--- config.mk ---
export PLATFORM = sky130hd
export DESIGN_NAME = weight_stream_loader
export DESIGN_NICKNAME = d
export VERILOG_FILES = /design/src/rtl/weight_stream_loader.sv
export SDC_FILE = /design/constraint.sdc
export NUM_CORES = 1
export LEC_CHECK = 0
export CORE_AREA = 2 2 129 156
export CTS_CLUSTER_SIZE = 12
export DETAILED_ROUTE_END_ITERATION = 8
export DIE_AREA = 0 0 131 158
export GPL_ROUTABILITY_DRIVEN = 0
export SLEW_MARGIN = 20
export SYNTH_ARGS = -nofsm -noshare
export SYNTH_HDL_FRONTEND = slang
export SYNTH_SLANG_ARGS = --single-unit
--- constraint.sdc ---
create_clock -name clk -period 1.9 [get_ports clk]
set_input_delay 0.38 -clock clk [delete_from_list [all_inputs] [get_ports clk]]
set_output_delay 0.38 -clock clk [all_outputs]
set_load 0.01 [all_outputs]
--- src/rtl/weight_stream_loader.sv ---
// weight_stream_loader: packs a byte stream little-endian into 32-bit weight writes.
// Define WEIGHT_STREAM_LOADER_CHECKSUM_EN to add a running 32-bit checksum output.
module weight_stream_loader #(
  parameter int unsigned NUM_WORDS = 77,
  parameter int unsigned BASE_ADDR = 0,
  parameter int unsigned ADDR_W    = 32
) (
  input  logic              clk,
  input  logic              rst_n,
  input  logic              start,
  input  logic [7:0]        s_data,
  input  logic              s_valid,
  output logic              s_ready,
  output logic [31:0]       weight_wr_data,
  output logic [ADDR_W-1:0] weight_wr_addr,
  output logic              weight_wr_en,
  output logic              busy,
  output logic              done
`ifdef WEIGHT_STREAM_LOADER_CHECKSUM_EN
  ,
  output logic [31:0]       checksum
`endif
);

  localparam logic [1:0] IDLE = 2'd0;
  localparam logic [1:0] LOAD = 2'd1;
  localparam logic [1:0] DONE = 2'd2;

  localparam int unsigned CNT_W =
    (NUM_WORDS > 1) ? $clog2(NUM_WORDS) : 1;
  localparam logic [CNT_W-1:0] LAST_WORD =
    CNT_W'(NUM_WORDS - 1);
  localparam logic [ADDR_W-1:0] BASE =
    ADDR_W'(BASE_ADDR);

  logic [1:0]        state;
  logic [1:0]        byte_cnt;
  logic [CNT_W-1:0]  word_cnt;
  logic [23:0]       shreg;
  logic [ADDR_W-1:0] next_addr;
  logic              accept;
  logic              word_end;
  logic              last_word;
  logic              start_load;
  logic [31:0]       word;

  assign s_ready    = (state == LOAD);
  assign busy       = (state == LOAD);
  assign done       = (state == DONE);
  assign accept     = s_valid & s_ready;
  assign word_end   = accept & (byte_cnt == 2'd3);
  assign last_word  = (word_cnt == LAST_WORD);
  assign start_load = start & (state != LOAD);
  // The fourth byte goes straight into the word, never into shreg.
  assign word       = {s_data, shreg};

  always_ff @(posedge clk or negedge rst_n) begin
    if (!rst_n) begin
      state <= IDLE;
    end else begin
      case (state)
        IDLE: begin
          if (start) state <= LOAD;
        end
        LOAD: begin
          if (word_end && last_word) state <= DONE;
        end
        DONE: begin
          if (start) state <= LOAD;
        end
        default: state <= IDLE;
      endcase
    end
  end

  always_ff @(posedge clk or negedge rst_n) begin
    if (!rst_n) begin
      byte_cnt  <= 2'd0;
      word_cnt  <= '0;
      shreg     <= 24'd0;
      next_addr <= '0;
    end else if (start_load) begin
      byte_cnt  <= 2'd0;
      word_cnt  <= '0;
      shreg     <= 24'd0;
      next_addr <= BASE;
    end else if (accept) begin
      byte_cnt <= byte_cnt + 2'd1;
      unique case (byte_cnt)
        2'd0: shreg[7:0]   <= s_data;
        2'd1: shreg[15:8]  <= s_data;
        2'd2: shreg[23:16] <= s_data;
        2'd3: begin
          word_cnt  <= word_cnt + CNT_W'(1);
          next_addr <= next_addr + ADDR_W'(1);
        end
      endcase
    end
  end

  always_ff @(posedge clk or negedge rst_n) begin
    if (!rst_n) begin
      weight_wr_en   <= 1'b0;
      weight_wr_data <= 32'd0;
      weight_wr_addr <= '0;
    end else begin
      weight_wr_en <= word_end;
      if (word_end) begin
        weight_wr_data <= word;
        weight_wr_addr <= next_addr;
      end
    end
  end

`ifdef WEIGHT_STREAM_LOADER_CHECKSUM_EN
  // Summed at byte acceptance so the total is final when done rises.
  always_ff @(posedge clk or negedge rst_n) begin
    if (!rst_n) begin
      checksum <= 32'd0;
    end else if (start_load) begin
      checksum <= 32'd0;
    end else if (word_end) begin
      checksum <= checksum + word;
    end
  end
`endif

endmodule

==> flow_summary.json <==
{
  "cts_sinks": 132,
  "wl_per_cell_um": 14.0,
  "drv_slew": 0,
  "drt_iter0_drc": 264,
  "power_density_nw_per_um2": 1220,
  "ys_seq_area_share_pct": 58.4,
  "clock.fmax_mhz": 525,
  "maxSlewHeadroom_pct": 62.0,
  "vias": 4711,
  "cp.arrival_ns": 2.25,
  "dp_hpwl_um": 9430,
  "avgSynthCellArea_um2": 9.12,
  "reg2regPathDepth": 5,
  "cp_data_required_time_ns": 2.25,
  "cts_buffers": 17,
  "cts_root_buf": "clkbuf_16",
  "period_share_pct": 100,
  "cts_max_path_buffers": 2,
  "grt.total_usage_pct": 14.9,
  "area_delta_synth_final_pct": 39.7,
  "die_h_um": 158,
  "maxCapViolCount": 0,
  "grt_pass1_wl_um": 23900,
  "async_flop_share_pct": 100,
  "final_nets": 770,
  "crit_path_end_kind": "flip-flop",
  "die_w_um": 131,
  "io_pins": 80,
  "reg2reg_from": "byte_cnt[1]",
  "cts_tree": "yes",
  "antenna_found_initial": 0,
  "critPathLaunchType": "flip-flop",
  "synth-seq-cells": 132,
  "rrSetupSlack_ns": -0.004,
  "syn_area_um2": 5650,
  "stdcell_area_um2": 7900,
  "hold_viol": 0,
  "totalNegativeSetupSlack_ns": -0.00393,
  "worst_slack_ns": -0.00393,
  "synth-edff-count": 0,
  "post-route-drc-count": 0,
  "path_clk_slew_ns": 0.06,
  "diodes": 0,
  "rsz0062_at_grt": "true",
  "max-vdd-ir-drop_mv": 0.599,
  "holdWs_ns": 0.468,
  "ys_types": 36,
  "crit_fanout": 8,
  "grt_max_degree": 78,
  "vias_per_cell": 4.60,
  "finalSetupViolations": 1,
  "syn_inst": 620,
  "layout_common_cells": "257 x nand2_1, 132 x dfrtp_1, 75 x clkdlybuf4s50_1",
  "dieArea_um2": 20700,
  "ys_warn_count": 0,
  "overflow": 0,
  "first_pass_iters": 4,
  "wl_um": 14400,
  "post_dp_cell_area_um2": 7130,
  "syn_nets": 639,
  "clkLatencyLatePin_ns": 0.43,
  "path_class": "flip-flop to flip-flop",
  "cts_max_level": 4,
  "worstHoldPathType": "input pin to async pin",
  "tightest_slew_ns": 0.571,
  "violations": "negative setup slack",
  "status": "complete, but fails checks",
  "portBuffers": 79,
  "r2r-end": "next_addr[31]",
  "rows": 56,
  "grt_pass1_vias": 4744,
  "synth_top_flop_cell": "dfrtp_1",
  "power_uw": 9650,
  "final_util_pct": 41.0,
  "finClkSkew_ns": 0.0121,
  "core_um2": 19300,
  "start_util_pct": 29.3,
  "ant_nets": 0,
  "drive_gt1_share_pct": 16.6,
  "power.leakage_uw": 0.00369,
  "final_common_cell": "nand2_1",
  "period_minus_slack_ns": 1.90
}
cells by family after synthesis:
logic type | share of synthesized area, %
simple gates | 26.7
xor+xnor | 2.32
fa+ha+maj | 1.55
buf+inv | 3.19
compound gates | 7.61
mux | 0.199
flops | 58.4
flip-flops by register name, summed over array words and instances (netlist names):
signal / flops
next_addr: 32
weight_wr_addr: 32
weight_wr_data: 32
shreg: 24
word_cnt: 7
byte_cnt: 2
state: 2
weight_wr_en: 1
metrics by stage:
stage	worst slack, ns	instances
after floorplan	-0.0346	620
after global placement	-0.410	986
after detailed placement	-0.428	986
after CTS	-0.0272	1022
after global routing	-0.0668	1025
final	-0.00393	1025
worst max path at each step:
stage,cells past startpoint,end,start
final,5,next_addr[31],byte_cnt[1]
after global routing,6,next_addr[27],byte_cnt[1]
after CTS,6,next_addr[10],byte_cnt[1]
after detailed placement,5,next_addr[31],s_valid
after global placement,5,next_addr[31],s_valid
after floorplan,6,next_addr[31],byte_cnt[0]
synthesized netlist by cell type (5+ instances only):
master	n	area share, %
or4_1	16	2.1
a21oi_1	45	4.0
o31ai_1	15	2.0
and2_1	5	0.55
nand2_1	257	17
ha_1	7	1.5
dfrtp_1	132	58
o21ai_0	7	0.62
nand4_1	9	1.0
nor2_1	19	1.3
xnor2_1	11	1.7
clkbuf_1	27	1.8
or3_1	5	0.55
nor4_1	7	0.77
inv_1	12	0.80
nand3_1	10	0.89
cell type report:
class	instances	area [µm²]
multi-input combinational	443	2280
inverter	12	45.0
clock buffer	18	439
fill	1937	11400
tap	261	327
clock inverter	14	189
sequential	132	3300
timing repair buffer	145	1310
what timing repair did:
item / CTS / global route
endpoints found under the hold margin: 39 / 0
resized for setup: 10 / 25
pin swaps: 1 / 4
hold buffers: 1 / 0
cloned: 1 / 0
buffers inserted: 2 / 4
endpoints found under the setup margin: 10 / 30
power breakdown:
part           internal, µW  leakage, µW  switching [µW]
Combinational          1170      0.00165            1050
Clock                  2140     0.000303            1370
Sequential             3500      0.00174             416
worst max-delay path, stage by stage (launching register included):
cell and delay [ns]:
dfrtp_1 0.39, ha_4 0.16, nand4b_4 0.12, or4_4 0.51, or4_4 0.54, a21oi_2 0.12
routing by layer:
metal | global-route usage (%) | routed length (µm) | vias to the layer above
met5 | 0 | 0 | -
met4 | 5.22 | 201 | 0
met3 | 3.24 | 452 | 17
met2 | 25.1 | 7270 | 92
met1 | 18.8 | 6460 | 2283
li1 | - | - | 2319
Power figures use the tool's default switching activity.
